--- src/rtl/game_ctrl_if.sv ---
// rtl/game_ctrl_if.sv - control/strobe bundle between game_ctrl and its environment
// Purpose: groups the pin-level inputs (sw7, debounced buttons, answer switches),
//   the submodule feedback (rand_num, beep_over) and every strobe/status output
//   of the game sequencer.
// Modports:
//   master - used by game_ctrl: takes start/next/sure/sw/rand_num/beep_over,
//            drives rand_st/cst/dzst/dz_num/bst/beep_mode/dst/disp_num/
//            target/time_left/err_cnt/state_o
//   slave  - used by the surrounding top level (or a bench): the reverse.
interface game_ctrl_if;
  logic       start;
  logic       next;
  logic       sure;
  logic [6:0] sw;
  logic [6:0] rand_num;
  logic       beep_over;
  logic       rand_st;
  logic       cst;
  logic       dzst;
  logic [2:0] dz_num;
  logic       bst;
  logic       beep_mode;
  logic       dst;
  logic [1:0] disp_num;
  logic [6:0] target;
  logic [5:0] time_left;
  logic [2:0] err_cnt;
  logic [3:0] state_o;

  modport master (
    input  start, next, sure, sw, rand_num, beep_over,
    output rand_st, cst, dzst, dz_num, bst, beep_mode, dst, disp_num,
           target, time_left, err_cnt, state_o
  );

  modport slave (
    output start, next, sure, sw, rand_num, beep_over,
    input  rand_st, cst, dzst, dz_num, bst, beep_mode, dst, disp_num,
           target, time_left, err_cnt, state_o
  );
endinterface

--- src/rtl/game_ctrl.sv ---
// rtl/game_ctrl.sv - central sequencer of the three-round number-guessing game
// Purpose: game state machine (idle, greet, target fetch, play, check, beep
//   feedback, win, lose) plus round/target/timer/error bookkeeping. Drives only
//   the start/enable strobes of the random generator, matrix/counter, beeper
//   and segment display.
// Ports:
//   clk  - system clock
//   rst  - asynchronous active-low reset
//   gif  - game_ctrl_if.master: start (sw7 level), next (btn7), sure (btn0),
//          sw[6:0] answer, rand_num, beep_over in; rand_st, cst, dzst, dz_num,
//          bst, beep_mode, dst, disp_num, target, time_left, err_cnt, state_o out
module game_ctrl #(
  parameter int TICK_DIV   = 1000000,
  parameter int ROUND_TIME = 30,
  parameter int MAX_ERR    = 3
) (
  input  logic         clk,
  input  logic         rst,
  game_ctrl_if.master  gif
);

  localparam int DIV_W = (TICK_DIV > 1) ? $clog2(TICK_DIV) : 1;
  localparam logic [DIV_W-1:0] DIV_LAST = DIV_W'(TICK_DIV - 1);
  localparam logic [5:0]       RT       = 6'(ROUND_TIME);
  localparam logic [2:0]       ERR_LIM  = 3'(MAX_ERR);

  typedef enum logic [3:0] {
    IDLE  = 4'd0,
    GREET = 4'd1,
    REQ   = 4'd2,
    LATCH = 4'd3,
    PLAY  = 4'd4,
    CHECK = 4'd5,
    BOK   = 4'd6,
    BERR  = 4'd7,
    WIN   = 4'd8,
    LOSE  = 4'd9
  } state_t;

  state_t           state, state_nx;
  logic             next_q, sure_q;
  logic [DIV_W-1:0] div;
  logic [1:0]       round;
  logic [6:0]       target;
  logic [5:0]       time_left;
  logic [2:0]       err_cnt;
  logic             rand_st, bst, beep_mode;

  logic next_rise, sure_rise, tick, correct;

  assign next_rise = gif.next & ~next_q;
  assign sure_rise = gif.sure & ~sure_q;
  assign tick      = (state == PLAY) && (div == DIV_LAST);
  assign correct   = (gif.sw == target);

  // State register
  always_ff @(posedge clk or negedge rst) begin
    if (!rst) state <= IDLE;
    else      state <= state_nx;
  end

  // Next-state logic; start=0 overrides everything
  always_comb begin
    state_nx = state;
    if (!gif.start) begin
      state_nx = IDLE;
    end else begin
      case (state)
        IDLE:  state_nx = GREET;
        GREET: if (next_rise) state_nx = REQ;
        REQ:   state_nx = LATCH;
        LATCH: state_nx = PLAY;
        // Final tick beats a simultaneous answer submission
        PLAY: begin
          if (tick && time_left == 6'd1) state_nx = LOSE;
          else if (sure_rise)            state_nx = CHECK;
        end
        CHECK: state_nx = correct ? BOK : BERR;
        BOK:   if (gif.beep_over) state_nx = (round == 2'd2) ? WIN : REQ;
        BERR:  if (gif.beep_over) state_nx = (err_cnt == ERR_LIM) ? LOSE : PLAY;
        WIN, LOSE: if (next_rise) state_nx = GREET;
        default: state_nx = IDLE;
      endcase
    end
  end

  // Level outputs decoded from the current state
  always_comb begin
    gif.cst    = 1'b0;
    gif.dzst   = 1'b0;
    gif.dz_num = 3'd0;
    gif.dst    = 1'b0;
    case (state)
      GREET: begin
        gif.dzst = 1'b1;
        gif.dst  = 1'b1;
      end
      PLAY: begin
        gif.cst    = 1'b1;
        gif.dzst   = 1'b1;
        gif.dz_num = {1'b0, round} + 3'd1;
        gif.dst    = 1'b1;
      end
      WIN: begin
        gif.dzst   = 1'b1;
        gif.dz_num = 3'd4;
        gif.dst    = 1'b1;
      end
      LOSE: begin
        gif.dzst   = 1'b1;
        gif.dz_num = 3'd5;
        gif.dst    = 1'b1;
      end
      default: ;
    endcase
  end

  // Datapath: edge history, registered strobes, round/target/timer/errors
  always_ff @(posedge clk or negedge rst) begin
    if (!rst) begin
      next_q    <= 1'b0;
      sure_q    <= 1'b0;
      rand_st   <= 1'b0;
      bst       <= 1'b0;
      beep_mode <= 1'b0;
      div       <= '0;
      round     <= 2'd0;
      target    <= 7'd0;
      time_left <= RT;
      err_cnt   <= 3'd0;
    end else begin
      next_q  <= gif.next;
      sure_q  <= gif.sure;
      // rand_st is high exactly while the FSM sits in REQ
      rand_st <= (state_nx == REQ);
      // Beep strobe fires in the first cycle of BOK/BERR, tone chosen with it
      bst     <= (state == CHECK) && gif.start;
      if (state == CHECK) beep_mode <= ~correct;

      if (!gif.start) begin
        div       <= '0;
        round     <= 2'd0;
        target    <= 7'd0;
        time_left <= RT;
        err_cnt   <= 3'd0;
      end else begin
        case (state)
          GREET: if (next_rise) round <= 2'd0;
          LATCH: begin
            target    <= gif.rand_num;
            time_left <= RT;
            err_cnt   <= 3'd0;
            div       <= '0;
          end
          PLAY: begin
            if (tick) begin
              div       <= '0;
              time_left <= time_left - 6'd1;
            end else begin
              div <= div + DIV_W'(1);
            end
          end
          CHECK: if (!correct) err_cnt <= err_cnt + 3'd1;
          BOK:   if (gif.beep_over && round != 2'd2) round <= round + 2'd1;
          default: ;
        endcase
      end
    end
  end

  assign gif.rand_st   = rand_st;
  assign gif.bst       = bst;
  assign gif.beep_mode = beep_mode;
  assign gif.disp_num  = round;
  assign gif.target    = target;
  assign gif.time_left = time_left;
  assign gif.err_cnt   = err_cnt;
  assign gif.state_o   = state;

endmodule

--- src/flat_wrapper.sv ---
// flat-port wrapper written by rule: the top's interface ports become plain ports
module game_ctrl_flat 
#(
  parameter int TICK_DIV   = 1000000,
  parameter int ROUND_TIME = 30,
  parameter int MAX_ERR    = 3
)
  (clk, rst, gif_start, gif_next, gif_sure, gif_sw, gif_rand_num, gif_beep_over, gif_rand_st, gif_cst, gif_dzst, gif_dz_num, gif_bst, gif_beep_mode, gif_dst, gif_disp_num, gif_target, gif_time_left, gif_err_cnt, gif_state_o);
  game_ctrl_if gif_i ();
  input  logic clk;
  input  logic rst;
  input wire logic [$bits(gif_i.start)-1:0] gif_start;
  input wire logic [$bits(gif_i.next)-1:0] gif_next;
  input wire logic [$bits(gif_i.sure)-1:0] gif_sure;
  input wire logic [$bits(gif_i.sw)-1:0] gif_sw;
  input wire logic [$bits(gif_i.rand_num)-1:0] gif_rand_num;
  input wire logic [$bits(gif_i.beep_over)-1:0] gif_beep_over;
  output wire logic [$bits(gif_i.rand_st)-1:0] gif_rand_st;
  output wire logic [$bits(gif_i.cst)-1:0] gif_cst;
  output wire logic [$bits(gif_i.dzst)-1:0] gif_dzst;
  output wire logic [$bits(gif_i.dz_num)-1:0] gif_dz_num;
  output wire logic [$bits(gif_i.bst)-1:0] gif_bst;
  output wire logic [$bits(gif_i.beep_mode)-1:0] gif_beep_mode;
  output wire logic [$bits(gif_i.dst)-1:0] gif_dst;
  output wire logic [$bits(gif_i.disp_num)-1:0] gif_disp_num;
  output wire logic [$bits(gif_i.target)-1:0] gif_target;
  output wire logic [$bits(gif_i.time_left)-1:0] gif_time_left;
  output wire logic [$bits(gif_i.err_cnt)-1:0] gif_err_cnt;
  output wire logic [$bits(gif_i.state_o)-1:0] gif_state_o;
  assign gif_i.start = gif_start;
  assign gif_i.next = gif_next;
  assign gif_i.sure = gif_sure;
  assign gif_i.sw = gif_sw;
  assign gif_i.rand_num = gif_rand_num;
  assign gif_i.beep_over = gif_beep_over;
  assign gif_rand_st = gif_i.rand_st;
  assign gif_cst = gif_i.cst;
  assign gif_dzst = gif_i.dzst;
  assign gif_dz_num = gif_i.dz_num;
  assign gif_bst = gif_i.bst;
  assign gif_beep_mode = gif_i.beep_mode;
  assign gif_dst = gif_i.dst;
  assign gif_disp_num = gif_i.disp_num;
  assign gif_target = gif_i.target;
  assign gif_time_left = gif_i.time_left;
  assign gif_err_cnt = gif_i.err_cnt;
  assign gif_state_o = gif_i.state_o;
  game_ctrl #(.TICK_DIV(TICK_DIV), .ROUND_TIME(ROUND_TIME), .MAX_ERR(MAX_ERR)) u_core (.clk(clk), .rst(rst), .gif(gif_i));
endmodule
--- config.mk ---
export PLATFORM = sky130hd
export DESIGN_NAME = game_ctrl_flat
export DESIGN_NICKNAME = d
export VERILOG_FILES = /design/src/rtl/game_ctrl_if.sv /design/src/rtl/game_ctrl.sv /design/src/flat_wrapper.sv
export SDC_FILE = /design/constraint.sdc
export NUM_CORES = 1
export LEC_CHECK = 0
export BUFFER_PORTS_ARGS = -buffer_cell sky130_fd_sc_hd__clkbuf_2
export CORE_UTILIZATION = 35
export DETAILED_ROUTE_END_ITERATION = 8
export SYNTH_ARGS = -nofsm -noshare
export SYNTH_HDL_FRONTEND = slang
export SYNTH_SLANG_ARGS = --single-unit
--- constraint.sdc ---
create_clock -name clk -period 3.9 [get_ports clk]
set_clock_uncertainty 0.15 [all_clocks]
set_input_delay 0.195 -clock clk [delete_from_list [all_inputs] [get_ports clk]]
set_output_delay 0.195 -clock clk [all_outputs]
set_load 0.005 [all_outputs]
* After elaboration in Yosys (flattened, before gate mapping) *
Index checks and enable logic that the tools add are counted.

word-level totals
  input bits = 20
  output and inout port bits = 31
  bits in registers = 47

cells by class
  bitwise gates (word level) = 5
  equality and inequality tests = 24
  reduce and logical (&&, ||, !) cells = 10
  muxes and demuxes = 29
  add/subtract/negate cells = 5

operators by type and width
  kind                                                   count
  two-way mux 20 bit                                     2
  one-hot mux 20 bit (2 select lines)                    1
  two-way mux 4 bit                                      9
  one-hot mux 4 bit (9 select lines)                     1
  adder 20 x 1 -> 20 bit, second input constant          1
  equality test 20 bit, second input constant            1
  equality test 4 x 3 -> 1 bit, second input constant    4
  two-way mux 7 bit                                      2
  equality test 4 x 2 -> 1 bit, second input constant    3
  two-way mux 6 bit                                      2
  one-hot mux 6 bit (2 select lines)                     1
  inequality test 3 x 1 -> 1 bit, second input constant  3
  inequality test 3 x 2 -> 1 bit, second input constant  3
  one-hot mux 3 bit (3 select lines)                     1
  equality test 4 bit, second input constant             2
  equality test 7 bit                                    1
  equality test 6 x 1 -> 1 bit, second input constant    1
  two-way mux 2 bit                                      3
  two-way mux 3 bit                                      2
  one-hot mux 3 bit (2 select lines)                     1
  subtractor 6 x 1 -> 6 bit, second input constant       1
  equality test 4 x 1 -> 1 bit, second input constant    1
  logical AND 1 bit                                      4
  zero test 4 bit                                        1
  other kinds (16)                                       22

* Longest topological paths before layout *
  depth in word-level cells = 7
  depth in mapped cells = 7
  mapped depth without buffers = 6

* Least setup slack after synthesis *
No wires, ideal clock.

  path kind = register to register
  start = register u_core.div[13]
  end = register u_core.div[10]
  arrival = 1.737 ns
  period minus slack after synthesis = 2.008 ns
  cell stages (with the launch flop) = 7
  library setup time = 0.121 ns
  data required time = 3.629 ns
  path slack = 1.892 ns
  cell sequence = dfrtp_1 or3_1 nor4_4 a21oi_2 buf_4 a21o_1 a22o_1

between the ends
  longest elaborated chain between the ends = 5

RTL lines
  what                                 RTL line          RTL
  start, declared                      game_ctrl.sv:42   logic [DIV_W-1:0] div;
  start signal, assigned               game_ctrl.sv:160  div <= div + DIV_W'(1);
  equality test 20 bit                 game_ctrl.sv:53   assign tick = (state == PLAY) && (div == DIV_LAST);
  logical AND 1 bit                    game_ctrl.sv:53
  two-way mux 20 bit                   game_ctrl.sv:156  if (tick) begin
  one-hot mux 20 bit (2 select lines)  game_ctrl.sv:147  case (state)
  two-way mux 20 bit                   game_ctrl.sv:140  if (!gif.start) begin

No other way between the ends.
A chain may end at the register's enable or synchronous reset.

* Worst setup path in the final report *
  start = register u_core.state[1] (netlist: u_core.gif.state_o[1])
  end = register u_core.time_left[4] (netlist: u_core.gif.time_left[4])

between the ends
  longest elaborated chain between the ends = 4
  elaborated cells on any way between the ends = 8
  classes of those cells = 4 x eq/ne; 2 x mux; 2 x reduce/logical

RTL lines
  what                                             RTL line                           RTL
  start, declared                                  game_ctrl.sv:40                    state_t state, state_nx;
  start signal, assigned                           game_ctrl.sv:59                    else state <= state_nx;
  equality test 4 x 3 -> 1 bit                     game_ctrl.sv:53, game_ctrl.sv:147
  logical AND 1 bit                                game_ctrl.sv:53
  inequality test 3 x 2 -> 1 bit (no source line)  -
  AND reduction 2 bit (no source line)             -
  end signal, assigned                             game_ctrl.sv:158                   time_left <= time_left - 6'd1;
  end, declared                                    game_ctrl.sv:45                    logic [5:0] time_left;

Parallel ways exist; a longest one is shown, timed or not.

==> results.toml <==
[worst_setup_path]
critPathMaxFanout = 23
reg2reg_from = "u_core.gif.state_o[1]$_DFF_PN0_"
r2r_slack_ns = 1.36
arrival_ns = 2.61
crit_type = "flop to flop"
required_ns = 3.98
worstReg2RegEnd = "u_core.gif.time_left[4]$_DFFE_PN1P_"
cp-start-kind = "flop"
reg2reg_depth = 5
endpoint_kind = "flop"

[detailed_routing]
firstDrtPassIters = 4
vias = 2271
drt_iter0_drc = 221
drc = 0
antenna_left = 0
wl_per_cell_um = 13.59
routed_wirelength_um = 6048
vias_per_cell = 5.103

[global_route]
grt_pass1_vias = 2169
grt_pass1_wl_um = 10390
gr-usage-all-layers = 0.1690
antenna_found_initial = 0
grt_max_degree = 48
grt-ovfl-total = 0

[clock_tree]
clk_path_buf_depth = 2
clkSinkCount = 47
cts-buffers-inserted = 5
insertion_delay_ns = 0.30
holdBufCountCts = 10
cts-htree-levels = 2
cts_tree = "built"
clk_pin_slew_ns = 0.10
post_cts_buffers = 0
cts_root_buf = "clkbuf_8"
cts_resized = 0

[layout]
antenna_cells = 0
finalNetCount = 372
stdcell_count = 445
utilization = 0.4357
drive_above_1_share = 0.2254
area_delta_synth_final_pct = 19.52
nFillCells = 730
final_cell_area_um2 = 3194

[sta]
layout_setup_ws_ns = 1.362
layout_min_cycle_time_ns = 2.538
max-slew-margin-rel = 0.6004
finalHoldViolCount = 0
setup_viol = 0
worst-slew-pin-transition_ns = 0.5981
fmax_mhz = 394.0
final_max_slew_viol_count = 0
fin_tns_setup_ns = 0
rsz0062_at_grt = "no"
finalCritPeriodShare = 0.6507
holdWs_ns = 0.1204

[yosys]
synth_cells = 288
yosysUniqueCellTypes = 47
synth_top_cell_area_share = 0.4026
synth_area_leaders = "dfrtp_1 (40%), nor2_1 (5.1%), nand2_1 (4.5%), dfstp_2 (3.9%), xnor2_1 (3.6%)"
netlist_area_um2 = 2673
synth_area_leader_cell = "dfrtp_1"
ys_warn_count = 0
dominantRegCellSynth = "dfrtp_1"
syn_nets = 315
synthTopCellsByCount = "dfrtp_1 (43), nor2_1 (36), nand2_1 (32)"
syn_area_per_cell_um2 = 9.280
async_reset_ff_frac = 1.000
synth_edf_count = 0
synth_most_common_cell = "dfrtp_1"
ys_seq_area_frac = 0.4419
synth-seq-cells = 47

[floorplanning]
core-area_um2 = 7331
die_height_um = 89.39
floorplan.rows = 31
ios = 51
initial_core_util = 0.3646
die_x_um = 89.39
dieArea_um2 = 7990

[power_and_ir_drop]
power.density_nw_per_um2 = 316.3
power.total_mw = 1.010
p_leak_nw = 1.460
ir_drop_uv = 116.7

[hold_path]
hold_path_end = "u_core.gif.bst$_DFF_PN0_"
hold_depth = 3
hp-start = "gif_start"
hp-class = "input port to flop"

[place]
pre_cts_ws_ns = 1.342
placed_cells = 427
globalplace.congestion = 0.7780
io_buffers = 50
placed_cell_area_um2 = 3003
dpl.hpwl_um = 4277

[run]
drv_cap = 0

[run_status]
outcome = "completed"
## worst max-delay path by stage
stage | cells after the start | slack (ns) | startpoint | to
6_report | 5 | 1.36 | u_core.gif.state_o[1]$_DFF_PN0_ | u_core.gif.time_left[4]$_DFFE_PN1P_
5_1_grt | 5 | 1.03 | u_core.gif.state_o[1]$_DFF_PN0_ | u_core.gif.time_left[4]$_DFFE_PN1P_
4_1_cts | 5 | 1.33 | u_core.gif.state_o[1]$_DFF_PN0_ | u_core.gif.time_left[4]$_DFFE_PN1P_
3_5_place_dp | 5 | 1.34 | u_core.gif.state_o[1]$_DFF_PN0_ | u_core.gif.time_left[4]$_DFFE_PN1P_
3_3_place_gp | 5 | 1.42 | u_core.gif.state_o[1]$_DFF_PN0_ | u_core.gif.time_left[4]$_DFFE_PN1P_
2_1_floorplan | 6 | 1.89 | u_core.div[13]$_DFFE_PN0P_ | u_core.div[10]$_DFFE_PN0P_
## critical path: stages (launching register included)
cell and delay, ns:
dfrtp_1 0.62, nand4bb_1 0.56, nand2_1 0.34, a31o_2 0.46, and4_1 0.25, o21ai_0 0.08
## cells by family (layout without fill, tap and decap cells)
group / after synthesis / after routing / share of synthesized area
muxes: 3 / 3 / 0.01264
AOI/OAI and AO/OA: 55 / 55 / 0.1414
xor gates and xnor gates: 20 / 20 / 0.06554
buffers and inverters: 23 / 81 / 0.04167
and+or+nand+nor: 133 / 133 / 0.2640
adders and majority gates: 7 / 7 / 0.03277
DFF: 47 / 47 / 0.4419
## area by class of cell
| cell class | count | area, µm² | area share |
|---|---|---|---|
| well taps | 99 | 123.9 | 0.03878 |
| multi-input cells | 218 | 1386 | 0.4340 |
| clock buffers | 5 | 68.82 | 0.02154 |
| flip-flops and latches | 47 | 1181 | 0.3698 |
| inverters | 11 | 46.29 | 0.01449 |
| repair buffers | 62 | 365.4 | 0.1144 |
| clock inverters | 3 | 22.52 | 0.007051 |
## flip-flops by register name, summed over array words and instances (netlist names)
name                  flops
u_core.div               20
u_core.gif.target         7
u_core.gif.time_left      6
u_core.gif.state_o        4
u_core.gif.err_cnt        3
u_core.gif.disp_num       2
u_core.gif.beep_mode      1
u_core.gif.bst            1
u_core.gif.rand_st        1
u_core.next_q             1
u_core.sure_q             1
## layout by cell type (no fill, tap or decap), types with 2 or more instances in the layout
cell | Yosys | final
clkbuf_2 | 0 | 50
dfrtp_1 | 43 | 43
nor2_1 | 36 | 36
nand2_1 | 32 | 32
a21oi_1 | 19 | 19
xnor2_1 | 11 | 11
inv_1 | 10 | 10
dlygate4sd3_1 | 0 | 10
nand3_1 | 9 | 9
xor2_1 | 9 | 9
nor3_1 | 8 | 8
o21ai_0 | 7 | 7
and3_1 | 7 | 7
ha_1 | 7 | 7
a31oi_1 | 6 | 6
a21o_1 | 6 | 6
nand2b_1 | 5 | 5
nor3b_1 | 5 | 5
nand4_1 | 5 | 5
clkbuf_8 | 0 | 5
or3_1 | 4 | 4
nor2b_1 | 4 | 4
nor4_1 | 4 | 4
a22o_1 | 4 | 4
dfstp_2 | 4 | 4
nand4bb_1 | 3 | 3
and4_1 | 3 | 3
mux2_2 | 3 | 3
a41oi_1 | 2 | 2
nor2_2 | 2 | 2
o21ai_1 | 2 | 2
inv_6 | 0 | 2
buf_4 | 4 | 2
## where the power goes
group / switching, mW / internal (mW) / leakage, nW
registers: 0.0289 / 0.505 / 0.632
clock network: 0.178 / 0.130 / 0.0489
logic: 0.0943 / 0.0735 / 0.779
## layer usage
layer	GRT usage	up-vias	share of wire
li1	-	1126	-
met3	0.03416	8	0.035
met5	0	-	0
met2	0.2651	45	0.47
met4	0.05195	0	0.012
met1	0.2354	1092	0.49
Note: power is estimated with default switching activity, not from simulation.
